$ cat config.mk
export PLATFORM = sky130hd
export DESIGN_NAME = sseg_multi_digit_ctrl_flat
export DESIGN_NICKNAME = d
export VERILOG_FILES = /design/src/rtl/sseg_pkg.sv /design/src/rtl/sseg_multi_digit_ctrl_if.sv /design/src/rtl/sseg_blink_timer.sv /design/src/rtl/sseg_multi_digit_ctrl.sv /design/src/flat_wrapper.sv
export SDC_FILE = /design/constraint.sdc
export NUM_CORES = 1
export LEC_CHECK = 0
export BUFFER_PORTS_ARGS = -buffer_cell sky130_fd_sc_hd__clkbuf_2
export CAP_MARGIN = 10
export CORE_ASPECT_RATIO = 2
export CORE_MARGIN = 5
export CORE_UTILIZATION = 40
export CTS_BUF_LIST = sky130_fd_sc_hd__clkbuf_8
export CTS_CLUSTER_SIZE = 40
export DETAILED_ROUTE_END_ITERATION = 16
export PLACE_DENSITY = 0.62
export SKIP_LAST_GASP = 1
export SLEW_MARGIN = 20
export SYNTH_ARGS = -nofsm -noshare
export SYNTH_HDL_FRONTEND = slang
export SYNTH_SLANG_ARGS = --single-unit
export TNS_END_PERCENT = 30
$ cat constraint.sdc
create_clock -name clk -period 2 [get_ports clk]
set_input_delay 0.1 -clock clk [delete_from_list [all_inputs] [get_ports clk]]
set_output_delay 0.1 -clock clk [all_outputs]
set_load 0.03 [all_outputs]
$ cat src/rtl/sseg_pkg.sv
// Shared types and helpers for the seven-segment BCD front end.
// Double-dabble sizing and decimal range limits live here.
package sseg_pkg;

  localparam int BCD_W = 4;

  typedef enum logic [1:0] {
    IDLE,
    SHIFT,
    DONE
  } sseg_state_t;

  // Largest value that fits in n decimal digits.
  function automatic logic [63:0] max_dec(input int n);
    logic [63:0] r;
    r = 64'd1;
    for (int i = 0; i < n; i++) r = r * 64'd10;
    return r - 64'd1;
  endfunction

  // ceil(w * log10(2)): BCD digits needed for a w-bit value.
  function automatic int bcd_digits(input int w);
    return (w * 30103 + 99999) / 100000;
  endfunction

endpackage

$ cat src/rtl/sseg_multi_digit_ctrl_if.sv
// Request/result bundle between a host and the seven-segment front end.
// Host drives value and controls; the front end returns BCD and enables.
interface sseg_multi_digit_ctrl_if
  import sseg_pkg::*;
#(
  parameter int IN_WIDTH   = 16,
  parameter int NUM_DIGITS = 4
);

  logic [IN_WIDTH-1:0]         value_in;
  logic                        load;
  logic                        blink_en;
  logic                        lamp_test_in;
  logic                        busy;
  logic                        done;
  logic                        overflow;
  logic [BCD_W*NUM_DIGITS-1:0] digits;
  logic [NUM_DIGITS-1:0]       digit_en;
  logic                        LampTest;

  modport master (
    output value_in, load, blink_en, lamp_test_in,
    input  busy, done, overflow, digits, digit_en, LampTest
  );

  modport slave (
    input  value_in, load, blink_en, lamp_test_in,
    output busy, done, overflow, digits, digit_en, LampTest
  );

endinterface

$ cat src/rtl/sseg_blink_timer.sv
// Free-running blink divider for the display.
// phase_o is 1 in the visible half-period, toggling every BLINK_DIV cycles.
module sseg_blink_timer #(
  parameter int BLINK_DIV = 25_000_000
) (
  input  logic clk,
  input  logic resetN,
  output logic phase_o
);

  localparam int W = $clog2(BLINK_DIV);

  logic [W-1:0] cnt_q;
  logic         phase_q;

  // Count to BLINK_DIV-1, wrap and flip the phase.
  always_ff @(posedge clk) begin
    if (!resetN) begin
      cnt_q   <= '0;
      phase_q <= 1'b1;
    end else if (cnt_q == W'(BLINK_DIV - 1)) begin
      cnt_q   <= '0;
      phase_q <= ~phase_q;
    end else begin
      cnt_q <= cnt_q + 1'b1;
    end
  end

  assign phase_o = phase_q;

endmodule

$ cat src/rtl/sseg_multi_digit_ctrl.sv
// Binary to BCD seven-segment front end with an iterative double dabble,
// leading-zero blanking, overflow saturation, blinking and lamp test.
module sseg_multi_digit_ctrl
  import sseg_pkg::*;
#(
  parameter int IN_WIDTH   = 16,
  parameter int NUM_DIGITS = 4,
  parameter int BLINK_DIV  = 25_000_000,
  parameter int BLANK_ZERO = 1
) (
  input  logic clk,
  input  logic resetN,
  sseg_multi_digit_ctrl_if.slave bus
);

  localparam int SCR_DIG = bcd_digits(IN_WIDTH);
  localparam int SCR_W   = BCD_W * SCR_DIG;
  localparam int OUT_W   = BCD_W * NUM_DIGITS;
  localparam int EXT_W   = (SCR_W > OUT_W) ? SCR_W : OUT_W;
  localparam int CNT_W   = $clog2(IN_WIDTH + 1);

  localparam logic [63:0]      MAX_V = max_dec(NUM_DIGITS);
  localparam logic [OUT_W-1:0] ALL9  = {NUM_DIGITS{4'h9}};

  sseg_state_t           state_q;
  logic [IN_WIDTH-1:0]   sh_q;
  logic [IN_WIDTH-1:0]   sh_d;
  logic [SCR_W-1:0]      scr_q;
  logic [SCR_W-1:0]      scr_d;
  logic [SCR_W-1:0]      adj;
  logic [CNT_W-1:0]      cnt_q;
  logic                  ovf_pend_q;
  logic                  busy_q;
  logic                  done_q;
  logic                  ovf_q;
  logic [OUT_W-1:0]      digits_q;
  logic [NUM_DIGITS-1:0] mask_q;
  logic [NUM_DIGITS-1:0] mask_d;
  logic [OUT_W-1:0]      res;
  logic                  any_nz;
  logic                  ovf_now;
  logic                  lamp_q;
  logic                  phase;

  // Add 3 to every scratch nibble that would overflow when doubled.
  always_comb begin
    adj = scr_q;
    for (int i = 0; i < SCR_DIG; i++) begin
      if (scr_q[i*BCD_W +: BCD_W] >= 4'd5)
        adj[i*BCD_W +: BCD_W] = scr_q[i*BCD_W +: BCD_W] + 4'd3;
    end
  end

  // The bit leaving the top of the scratch is always zero by sizing.
  assign scr_d = SCR_W'({adj, sh_q[IN_WIDTH-1]});
  assign sh_d  = {sh_q[IN_WIDTH-2:0], 1'b0};
  assign res   = OUT_W'(EXT_W'(scr_d));

  assign ovf_now = 64'(bus.value_in) > MAX_V;

  // Light a digit when it or any higher digit is non-zero.
  always_comb begin
    any_nz = 1'b0;
    mask_d = '0;
    for (int i = NUM_DIGITS - 1; i >= 0; i--) begin
      any_nz    = any_nz | (res[i*BCD_W +: BCD_W] != 4'd0);
      mask_d[i] = any_nz;
    end
    if (BLANK_ZERO == 0) mask_d[0] = 1'b1;
  end

  // Conversion sequencer with registered status and result.
  always_ff @(posedge clk) begin
    if (!resetN) begin
      state_q    <= IDLE;
      sh_q       <= '0;
      scr_q      <= '0;
      cnt_q      <= '0;
      ovf_pend_q <= 1'b0;
      busy_q     <= 1'b0;
      done_q     <= 1'b0;
      ovf_q      <= 1'b0;
      digits_q   <= '0;
      mask_q     <= '0;
    end else begin
      done_q <= 1'b0;
      unique case (state_q)
        IDLE: begin
          if (bus.load) begin
            sh_q       <= bus.value_in;
            scr_q      <= '0;
            cnt_q      <= '0;
            ovf_pend_q <= ovf_now;
            busy_q     <= 1'b1;
            state_q    <= SHIFT;
          end
        end
        SHIFT: begin
          sh_q  <= sh_d;
          scr_q <= scr_d;
          cnt_q <= cnt_q + 1'b1;
          if (cnt_q == CNT_W'(IN_WIDTH - 1)) begin
            state_q  <= DONE;
            busy_q   <= 1'b0;
            done_q   <= 1'b1;
            ovf_q    <= ovf_pend_q;
            digits_q <= ovf_pend_q ? ALL9 : res;
            mask_q   <= ovf_pend_q ? '1 : mask_d;
          end
        end
        DONE: begin
          state_q <= IDLE;
        end
        default: begin
          state_q <= IDLE;
        end
      endcase
    end
  end

  // Lamp test is a plain one-cycle delay.
  always_ff @(posedge clk) begin
    if (!resetN) lamp_q <= 1'b0;
    else         lamp_q <= bus.lamp_test_in;
  end

  sseg_blink_timer #(
    .BLINK_DIV (BLINK_DIV)
  ) u_blink (
    .clk     (clk),
    .resetN  (resetN),
    .phase_o (phase)
  );

  assign bus.busy     = busy_q;
  assign bus.done     = done_q;
  assign bus.overflow = ovf_q;
  assign bus.digits   = digits_q;
  assign bus.LampTest = lamp_q;
  assign bus.digit_en =
    mask_q & {NUM_DIGITS{~bus.blink_en | phase}};

endmodule

$ cat src/flat_wrapper.sv
// flat-port wrapper written by rule: the top's interface ports become plain ports
module sseg_multi_digit_ctrl_flat import sseg_pkg::*;
#(
  parameter int IN_WIDTH   = 16,
  parameter int NUM_DIGITS = 4,
  parameter int BLINK_DIV  = 25_000_000,
  parameter int BLANK_ZERO = 1
)
  (clk, resetN, bus_value_in, bus_load, bus_blink_en, bus_lamp_test_in, bus_busy, bus_done, bus_overflow, bus_digits, bus_digit_en, bus_LampTest);
  sseg_multi_digit_ctrl_if #(.IN_WIDTH(IN_WIDTH), .NUM_DIGITS(NUM_DIGITS)) bus_i ();
  input  logic clk;
  input  logic resetN;
  input wire logic [$bits(bus_i.value_in)-1:0] bus_value_in;
  input wire logic [$bits(bus_i.load)-1:0] bus_load;
  input wire logic [$bits(bus_i.blink_en)-1:0] bus_blink_en;
  input wire logic [$bits(bus_i.lamp_test_in)-1:0] bus_lamp_test_in;
  output wire logic [$bits(bus_i.busy)-1:0] bus_busy;
  output wire logic [$bits(bus_i.done)-1:0] bus_done;
  output wire logic [$bits(bus_i.overflow)-1:0] bus_overflow;
  output wire logic [$bits(bus_i.digits)-1:0] bus_digits;
  output wire logic [$bits(bus_i.digit_en)-1:0] bus_digit_en;
  output wire logic [$bits(bus_i.LampTest)-1:0] bus_LampTest;
  assign bus_i.value_in = bus_value_in;
  assign bus_i.load = bus_load;
  assign bus_i.blink_en = bus_blink_en;
  assign bus_i.lamp_test_in = bus_lamp_test_in;
  assign bus_busy = bus_i.busy;
  assign bus_done = bus_i.done;
  assign bus_overflow = bus_i.overflow;
  assign bus_digits = bus_i.digits;
  assign bus_digit_en = bus_i.digit_en;
  assign bus_LampTest = bus_i.LampTest;
  sseg_multi_digit_ctrl #(.IN_WIDTH(IN_WIDTH), .NUM_DIGITS(NUM_DIGITS), .BLINK_DIV(BLINK_DIV), .BLANK_ZERO(BLANK_ZERO)) u_core (.clk(clk), .resetN(resetN), .bus(bus_i));
endmodule
Word-level counts from Yosys, hierarchy flattened
Index checks and enable logic that the tools add are counted.
W data, S select, Z words.
{"block": "classes", "reduce_logical": 13, "bitwise": 8, "eq_ne": 5, "magnitude_cmp": 6, "n_addsub": 7, "muxes": 20}
{"op": "$pmux W20 S2", "count": 1}
{"op": "$mux W16", "count": 2}
{"op": "$pmux W16 S2", "count": 1}
{"op": "$add A25 B1 Y25 const B", "count": 1}
{"op": "$eq A25 B25 Y1 const B", "count": 1}
{"op": "$ge A4 B3 Y1 const B", "count": 5}
{"op": "$mux W20", "count": 1}
{"op": "$mux W4", "count": 5}
{"op": "$add A4 B2 Y4 const B", "count": 4}
{"op": "$gt A16 B14 Y1 const B", "count": 1}
{"op": "$reduce_bool A4 Y1", "count": 4}
{"op": "$pmux W5 S2", "count": 1}
{"op": "$reduce_and A2 Y1", "count": 5}
{"op": "$add A5 B1 Y5 const B", "count": 1}
{"op": "$eq A5 B4 Y1 const B", "count": 1}
{"op": "$mux W5", "count": 1}
{"op": "$and A4 B4 Y4", "count": 1}
{"op": "$mux W2", "count": 2}
{"op": "$or A1 B1 Y1", "count": 4}
{"op": "$pmux W2 S2", "count": 1}
{"op": "$add A3 B2 Y3 const B", "count": 1}
{"op": "$mux W1", "count": 3}
{"op": "$mux W3", "count": 1}
{"op": "$not A1 Y1", "count": 3}
{"op": "other kinds (8)", "count": 8}
{"block": "word_totals", "inputBits": 21, "reg_bits": 94, "out_inout_bits": 24}

Logic depth before layout (Yosys ltp)
Gate-level depths: netlist of run 1.
{"block": "depth", "word_depth": 7, "depth_mapped": 9, "ltp_nobuf": 7}

Hierarchy
A second synthesis of run 1 with hierarchy kept.
{"block": "hier_totals", "hier_cells": 501, "hier_area_um2": 4242.8}
{"mod": "sseg_multi_digit_ctrl", "n_inst": 1, "area_per_inst_um2": 3050.4, "seq_area_each_um2": 1281.2, "cells_each": 364}
{"mod": "sseg_blink_timer", "n_inst": 1, "area_per_inst_um2": 1192.4, "seq_area_each_um2": 520.5, "cells_each": 137}

Least setup slack after synthesis of run 1
OpenSTA, ideal clock, no wires.
{"block": "synth_timing", "path_kind": "flip-flop to flip-flop", "from": "register u_core.scr_q[13]", "to": "register u_core.mask_q[0]", "n_path_buf": 0, "path_slack_ns": 0.220, "setup_time_ns": 0.136, "stages_incl_launch_ff": 8, "required_time_ns": 1.864, "synth_period_minus_slack_ns": 1.780, "t_arrival_ns": 1.644, "cell_sequence": "dfxtp_1 > inv_1 > ha_1 > nand2b_1 > a2111oi_0 > o21ai_0 > nor4_2 > a31oi_1"}
{"block": "synth_between", "elab_chain_cells": 7, "elab_cells_between_ends": 8, "cone_classes": "add/sub: 1; order compare: 1; mux: 2; bitwise: 3; reduce/logical: 1"}
{"item": "start: declaration", "line": "sseg_multi_digit_ctrl.sv:28", "source": "logic [SCR_W-1:0] scr_q;"}
{"item": "start signal: assignment", "line": "sseg_multi_digit_ctrl.sv:100", "source": "scr_q <= scr_d;"}
{"item": "$add A4 B2 Y4 or $ge A4 B3 Y1 (tied branches)", "line": "sseg_multi_digit_ctrl.sv:50, sseg_multi_digit_ctrl.sv:49"}
{"item": "$mux W4 (*)", "line": "sseg_multi_digit_ctrl.sv:49", "source": "if (scr_q[i*BCD_W +: BCD_W] >= 4'd5)"}
{"item": "$reduce_bool A4 Y1 (*)", "line": "sseg_multi_digit_ctrl.sv:66", "source": "any_nz = any_nz | (res[i*BCD_W +: BCD_W] != 4'd0);"}
{"item": "$or A1 B1 Y1 (*) (3 in a row)", "line": "sseg_multi_digit_ctrl.sv:66"}
{"item": "$mux W4 (*)", "line": "sseg_multi_digit_ctrl.sv:108", "source": "mask_q <= ovf_pend_q ? '1 : mask_d;"}
{"item": "end signal: assignment", "line": "sseg_multi_digit_ctrl.sv:108"}
{"item": "end: declaration", "line": "sseg_multi_digit_ctrl.sv:37", "source": "logic [NUM_DIGITS-1:0] mask_q;"}
Mark *: on every way between the ends. The rest lies on a longest branch, timed or not.
A chain may end at the register's enable or synchronous reset.

Worst setup path in the final report of run 1
{"block": "layout_timing", "from": "register u_core.scr_q[13]", "to": "register u_core.mask_q[3]"}
{"block": "layout_between", "elab_chain_cells": 4, "elab_cells_between_ends": 5, "cone_classes": "add/sub: 1; order compare: 1; mux: 2; reduce/logical: 1"}
{"item": "$add A4 B2 Y4 or $ge A4 B3 Y1 (tied branches)", "line": "sseg_multi_digit_ctrl.sv:50, sseg_multi_digit_ctrl.sv:49"}
{"item": "$mux W4 (*)", "line": "sseg_multi_digit_ctrl.sv:49"}
{"item": "$reduce_bool A4 Y1 (*)", "line": "sseg_multi_digit_ctrl.sv:66"}
{"item": "$mux W4 (*)", "line": "sseg_multi_digit_ctrl.sv:108"}
Marks and branches as above.

==> results of run 1 <==
==> worst max-delay path: stages (launching register included) <==
cell and delay, ps:
sky130_fd_sc_hd__dfxtp_2 360, sky130_fd_sc_hd__inv_1 70, sky130_fd_sc_hd__ha_1 190, sky130_fd_sc_hd__nand2b_1 180, sky130_fd_sc_hd__a2111oi_2 420, sky130_fd_sc_hd__o21ai_2 160
sky130_fd_sc_hd__buf_4 160, sky130_fd_sc_hd__nor3_1 130, sky130_fd_sc_hd__buf_4 140, sky130_fd_sc_hd__nor3b_1 40
==> cell usage after synthesis (all sizes together) <==
cell type | n | share of area [%]
o21ai | 27 | 3.3
o21a | 2 | 0.36
clkbuf | 16 | 1.5
a31oi | 1 | 0.15
nor3 | 3 | 0.36
o211a | 1 | 0.24
nand3 | 31 | 3.8
o31ai | 1 | 0.18
and4b | 2 | 0.49
nand4 | 8 | 1.2
nor2 | 43 | 4.0
and3 | 9 | 1.4
ha | 11 | 3.3
dfxtp | 90 | 44
a211o | 1 | 0.21
a21boi | 25 | 4.6
and2 | 19 | 2.9
o211ai | 1 | 0.18
nor2b | 10 | 1.5
buf | 12 | 2.0
nand2 | 39 | 3.6
nand2b | 8 | 1.2
and4 | 5 | 1.1
nor4b | 2 | 0.43
a22oi | 21 | 3.8
mux2i | 5 | 1.2
a2111oi | 2 | 0.43
nor3b | 10 | 1.8
xor2 | 15 | 3.2
xnor2 | 13 | 2.8
nor4 | 3 | 0.61
a21oi | 22 | 2.7
mux2 | 1 | 0.27
inv | 12 | 1.1
o31a | 1 | 0.21
nand3b | 1 | 0.18
==> layout make-up <==
type	count	area share (%)
repair buffers	69	9.39
well taps	135	3.52
clock inverters	6	0.887
multi-input cells	343	44.8
flip-flops and latches	90	37.6
clock buffers	10	2.87
inverters	12	0.939
==> per-stage QoR <==
stage | TNS (ps) | std cells | area, um2
global placement | 0 | 646 | 4570
floorplan | 0 | 473 | 4110
finish | 0 | 665 | 4800
detailed placement | -127 | 646 | 4570
global route | -192 | 665 | 4800
CTS | 0 | 664 | 4770
==> worst min path at each step <==
stage | depth (start not counted) | slack [ps] | end | startpoint
floorplan | 1 | 230 | u_core.bus.LampTest | bus_lamp_test_in
global placement | 2 | 310 | u_core.bus.LampTest | bus_lamp_test_in
detailed placement | 2 | 310 | u_core.bus.LampTest | bus_lamp_test_in
CTS | 3 | 40 | u_core.sh_q[1] | bus_value_in[1]
global route | 3 | 60 | u_core.ovf_pend_q | bus_value_in[15]
finish | 3 | 50 | u_core.sh_q[1] | bus_value_in[1]
==> timing repair <==
action / CTS / global route
hold endpoints to repair: 2 / 0
resized for setup: 1 / 6
hold buffers: 2 / 0
pin swaps: 1 / 2
endpoints found under the setup margin: 3 / 6
buffers inserted: 0 / 1
==> sequential cells by signal, indices dropped and copies added, names as in the netlist <==
name / count
u_core.cnt_q: 5
u_core.sh_q: 16
u_core.ovf_pend_q: 1
u_core.bus.LampTest: 1
u_core.scr_q: 16
u_core.u_blink.phase_o: 1
u_core.state_q: 2
u_core.mask_q: 4
u_core.bus.busy: 1
u_core.bus.overflow: 1
u_core.u_blink.cnt_q: 25
u_core.bus.done: 1
u_core.bus.digits: 16
==> layer usage <==
| metal | track usage, % | part of all wire (%) | wire length (um) |
|---|---|---|---|
| met1 | 17.1 | 38 | 3660 |
| met2 | 29.9 | 55 | 5370 |
| met3 | 2.89 | 3.2 | 307 |
| met4 | 8.48 | 4.1 | 401 |
| met5 | 0 | 0 | 0 |
==> power by group through the flow <==
stage	registers (W)	logic [W]	clock network [W]
global placement	0.00189	0.000236	0
finish	0.00185	0.000242	0.00115
global route	0.00186	0.000271	0.00125
detailed placement	0.00189	0.000240	0
floorplan	0.00189	0.000145	0
CTS	0.00185	0.000244	0.00119
==> logic make-up (layout without fill, tap and decap cells) <==
kind of cell    Yosys count  count (layout)  share of synthesized area [%]
fa+ha+maj                11              11                           3.35
xor+xnor                 28              28                           5.96
mux                       6               6                           1.49
compound gates          105             105                           16.3
buf+inv                  40              97                           4.59
flops                    90              90                           43.8
simple gates            193             193                           24.5
==> run summary, run 1 <==
The flow ran to the end, and the final reports show no timing, DRC or antenna violations. Dividing the detail-routed via count by the number of cells gives 5.19. Leaving out fill and tap cells, the most frequent cell in the layout is sky130_fd_sc_hd__dfxtp_1.

Synthesis handed over a netlist of 473 instances. The initial antenna violation count is 0, and the max-cap check violation count is 0. Measured against its own limit, the worst slew margin works out to 62.2%.

The worst-case IR drop observed on VDD is 426 uV. The placed wire-length estimate after detailed placement is 7.06 mm, and the average routed wire per standard cell is 14.7 um. The shortest clock period the worst path allows after layout works out to 1920 ps. Critical path class: reg2reg. STA classifies the critical path endpoint as a flip-flop. The setup slack of the worst register-to-register path is 80 ps.

From synthesis to final layout, the design area changed by 16.6%. For the number of top-level pins, the log shows 45. Hold violation count in the final report: 0. Tracing the worst setup path back leads to its startpoint at u_core.scr_q[13]. The logs give 0.00324 W for the overall power consumption and 78.8 ps for the setup slack after layout. The power density over the cells was 676 mW/mm2; the total of flip-flops plus latches after synthesis was 90. In this run the deepest clock path goes through 2 buffers. Antenna violation net count after detailed routing: 0. The vertical die dimension is 153 um, and the post-synthesis instance area is 0.00411 mm2. The largest net degree at the start of global routing came out at 52.

The first detailed-routing pass ran for 6 iterations. The run gives 0 as the count of pins over their slew limit. In the final layout, the multi-input gates occupy 0.00215 mm2. For the level count of the clock H-tree, the log shows 3. The transition time at the pin with the least slew margin was 553 ps; the port buffer count was 44. The final worst clock skew is 9.44 ps, and the violation count after the first detailed-routing iteration is 233. The wire length of the first global-routing pass is 16.1 mm, and the starting utilization of the core area is 40.8%. At the later pin of the worst-skew pair, clock insertion delay measures 360 ps. The switching share of power is 25.6%. The final layout net count came out at 557.

The worst min-delay path class was in2reg. The analysis attributes to net switching a power of 0.000829 W. The layout has 984 filler cells.

The share of cells above drive strength 1 works out to 17.2%. The static leakage was 1.90 nW. The Yosys step of the flow raised 0 warnings. The run gives 47.6% as the core occupancy in the finished layout.

The tools report the category of the worst setup path launch point as a flip-flop. Counting every net in the synthesized netlist gives 505. The buffer cell driving the clock tree root was sky130_fd_sc_hd__clkbuf_8. The tree built by TritonCTS fans out to 90 sinks. The netlist uses 41 different library cells. The depth of the worst register-to-register path is 9. Number of inserted diodes: 0. The run gives 57.1% as the portion of total power attributed to sequential cells. Combinational logic burns 7.5% of the power.

The endpoint identified for the worst register-to-register timing path is u_core.mask_q[3]. After detailed routing, the number of remaining DRC violations is 0. The tools report the peak clock frequency supported by timing as 521 MHz. Die span in x: 81.7 um. In the global route stage, overall resource usage came out at 16.4%. The largest driver fanout on the critical path works out to 3.

The startpoint identified for the worst register-to-register timing path is u_core.scr_q[13]. STA puts the critical path data required time at 2270 ps. The top cell types in the final layout, fill and taps aside, are sky130_fd_sc_hd__dfxtp_1, sky130_fd_sc_hd__clkbuf_2, sky130_fd_sc_hd__nor2_1, sky130_fd_sc_hd__nand2_1, sky130_fd_sc_hd__nand3_1. Setup repair after global routing could not meet its margin everywhere.

Of the total power, the clock network draws 35.5%. The tools report the capturing instance or port of the critical path as u_core.mask_q[3]. The via count of the first global-routing pass was 3,407. TritonCTS built the clock tree. Internal power comes to 0.00241 W. The floorplan step defined a die boundary enclosing 0.0125 mm2. After layout, the worst path uses 96.1% of the clock period. In this run, CTS created clock tree buffers numbering 9. Data arrival at the endpoint of the critical path: 2190 ps. Across the whole layout, storage elements account for 0.00180 mm2. On the final layout, the worst hold slack is 53.4 ps. For the setup-violating endpoint count in the final report, the log shows 0. Before CTS, the worst setup slack after placement is -51.7 ps. The tools report the total wirelength of the detailed-routed design as 9.75 mm. The detailed router placed 3,449 vias in this run. Clock-pin slew was measured on the worst setup and hold paths at 90 ps. The area of the core is 0.0101 mm2.

Routability-driven placement finished with a final weighted congestion of 0.803. Summed over all layers, the global routing overflow is 0. A synthesized cell averages 8.70 um2. Of the synthesized area, sequential elements account for 43.8%. The row count came out at 52.
(Power assumes the default switching activity.)
==> inputs of run 2 (changes only) <==
==> constraint.sdc (replaced) <==
create_clock -name clk -period 2.4 [get_ports clk]
set_input_delay 0.12 -clock clk [delete_from_list [all_inputs] [get_ports clk]]
set_output_delay 0.12 -clock clk [all_outputs]
set_load 0.03 [all_outputs]
==> run 2 against run 1 <==
  * Clock-buffer cell count shrank 1
  * Combinational power shrank 25%
  * Utilization shrank 1.8 points
  * Largest power group unchanged
  * Highest routed layer unchanged
==> run summary, run 2 (same netlist as run 1, synthesis figures left out) <==
Largest driver fanout on the critical path: 3. The root buffer cell chosen for the clock tree is sky130_fd_sc_hd__clkbuf_8. The number of top-level pins is 45. The floorplan step defined a core boundary enclosing 0.0101 mm2. The worst path needs 2040 ps of the cycle, external delays included. The detail route stage leaves a number of antenna-violating nets equal to 0. The relative slew slack was 53.9%.

The vertical die dimension was 153 um; the via count of the first global-routing pass was 3,347. The category of the worst setup path capture point was a flip-flop. In this run the static leakage power is 1.81 nW. Clock tree synthesis inserted a total of 9 buffers.

Share of the clock period used by the worst path after layout: 85.0%. The placed wire-length estimate after detailed placement is 6.93 mm. Using the TritonRoute via totals, the vias-per-cell ratio works out to 5.30.

For this block, the initial DRC count from the detailed router was 121. Leaving out fill and tap cells, the most frequent cell in the layout is sky130_fd_sc_hd__dfxtp_1. The final design area excluding fillers came out at 0.00462 mm2. The initial antenna violation count came out at 0. TritonCTS built the clock tree. Measured along the x axis, the die boundary spans 81.7 um. STA classifies the critical path startpoint as a flip-flop. The worst min-delay path class was in2reg. The hold violation count in the final report is 0. For the total negative setup slack, the log shows 0 ps.

The peak clock frequency supported by timing is 490 MHz. After clock tree synthesis, the setup repair step added 0 buffers. Setup repair after global routing left no endpoint under its margin. Entering global routing, the biggest net connects 39 pins.

The clock slew at the register clock pins of the worst setup and hold paths came out at 80 ps. The register with the most flip-flops in the layout has 25 of them. The congestion estimate from routability-driven global placement came to 0.815.

The transition time at the pin with the least slew margin is 691 ps, and the number of vias in the routed layout is 3,451. The beginning of the critical path is u_core.scr_q[13]. The power density over the cells is 554 mW/mm2, and the data arrival at the endpoint of the critical path is 2270 ps. The floorplan step defined a die boundary enclosing 0.0125 mm2. The repair_antennas step left the layout with diodes totalling 0. CTS saw 90 sinks. The wire length of the first global-routing pass was 15.6 mm; the total global routing overflow was 0. The register ranked first by flip-flop count was u_core.u_blink.cnt_q. The final layout contains routed wiring with a total length of 9.45 mm.

The startpoint of the worst-slack reg-to-reg timing path was u_core.scr_q[13]. In the layout the commonest cells are sky130_fd_sc_hd__dfxtp_1, sky130_fd_sc_hd__clkbuf_2, sky130_fd_sc_hd__nor2_1, sky130_fd_sc_hd__nand2_1, sky130_fd_sc_hd__nand3_1. Overall power consumption after layout is estimated at 0.00256 W. On the final layout, the worst hold slack is 43.6 ps.

The critical path class is reg2reg. Setup violations remaining at the end of the flow were counted as 0. Across every metal layer, demand over resource in global routing totals 15.9%. In this run the cell area measured after placement is 0.00446 mm2. The first detailed-routing pass ran for 4 iterations.

The startpoint of the worst hold path is bus_value_in[14]. Max-cap check violation count: 0. In the final routed layout, each cell accounts on average for 14.5 um.

The port buffer count came out at 44. Across the VDD grid, the largest voltage drop is 318 uV. The clock passes through at most 2 buffers. Clock latency on the worst-skew pair, taken at its later pin, is 350 ps.

The run finished with clean final reports. The post-route netlist has 13.8% of its cells at a drive strength greater than 1. The logs give 0 for the count of pins over their slew limit and 5.21 ps for the final worst clock skew. After detailed routing, the number of remaining DRC violations is 0. Once the floorplan was initialized, standard cells occupied 40.8% of the core. In this run the number of H-tree levels came out at 3. After floorplanning, the core was divided into 52 placement rows. The net count of the finished layout is 546. The synthesis-to-finish area growth came out at 12.2%. For the data required time of the worst path, the log shows 2630 ps.
## run 2: changes by cell type in the layout (fill, tap and decap cells not counted), sizes merged
cell and change:
buf -11, clkinv -2, clkbuf -1, clkinvlp -1, inv +1
## run 2: path summary, 6_finish.rpt
| check | to | slack, ps | depth (start not counted) |
|---|---|---|---|
| setup / recovery | u_core.mask_q[0] | 360 | 7 |
| hold / removal | u_core.ovf_pend_q | 40 | 3 |
| setup reg to reg | u_core.mask_q[0] | 360 | 7 |
| hold reg to reg | u_core.u_blink.cnt_q[0] | 470 | 1 |
## run 2: metrics by stage
step | setup slack [ps] | cells | utilization [%]
floorplan | 620 | 473 | -
global placement | 429 | 636 | 44.2
detailed placement | 337 | 636 | 44.2
CTS | 324 | 651 | 45.8
global route | 145 | 651 | 45.8
finish | 361 | 651 | 45.8
## run 2: area by class of cell
cell class                 count  area [um2]
clock buffer                   9         124
clock inverter                 4        16.3
fill                        1009        5470
inverter                      12        45.0
multi-input combinational    343        2130
sequential                    90        1800
tap                          135         169
timing repair buffer          58         330
## run 2: critical path: stages, from the launching register on
cell and delay [ps]:
sky130_fd_sc_hd__dfxtp_1 340, sky130_fd_sc_hd__inv_1 70, sky130_fd_sc_hd__ha_1 190, sky130_fd_sc_hd__nand2b_1 150, sky130_fd_sc_hd__a2111oi_0 400, sky130_fd_sc_hd__o21ai_0 250
sky130_fd_sc_hd__nor4_2 380, sky130_fd_sc_hd__a31oi_1 120
## run 2: per-layer routing
layer / up-vias / GRT usage, % / routed length, um
met5: - / 0 / 0
met2: 77 / 28.1 / 4990
met1: 1627 / 16.5 / 3690
li1: 1717 / - / -
met3: 30 / 2.77 / 281
met4: 0 / 10.7 / 490
## run 2: timing repair
action | 4_1_cts | 5_1_grt
endpoints found under the hold margin | 2 | 0
resized for setup | 0 | 0
hold buffers | 2 | 0
## run 2: power breakdown
group | internal, W | switching [W] | total, W
combinational | 0.0000689 | 0.000113 | 0.000182
clock | 0.000347 | 0.000481 | 0.000828
sequential | 0.00152 | 0.0000241 | 0.00155
total | 0.00194 | 0.000618 | 0.00256
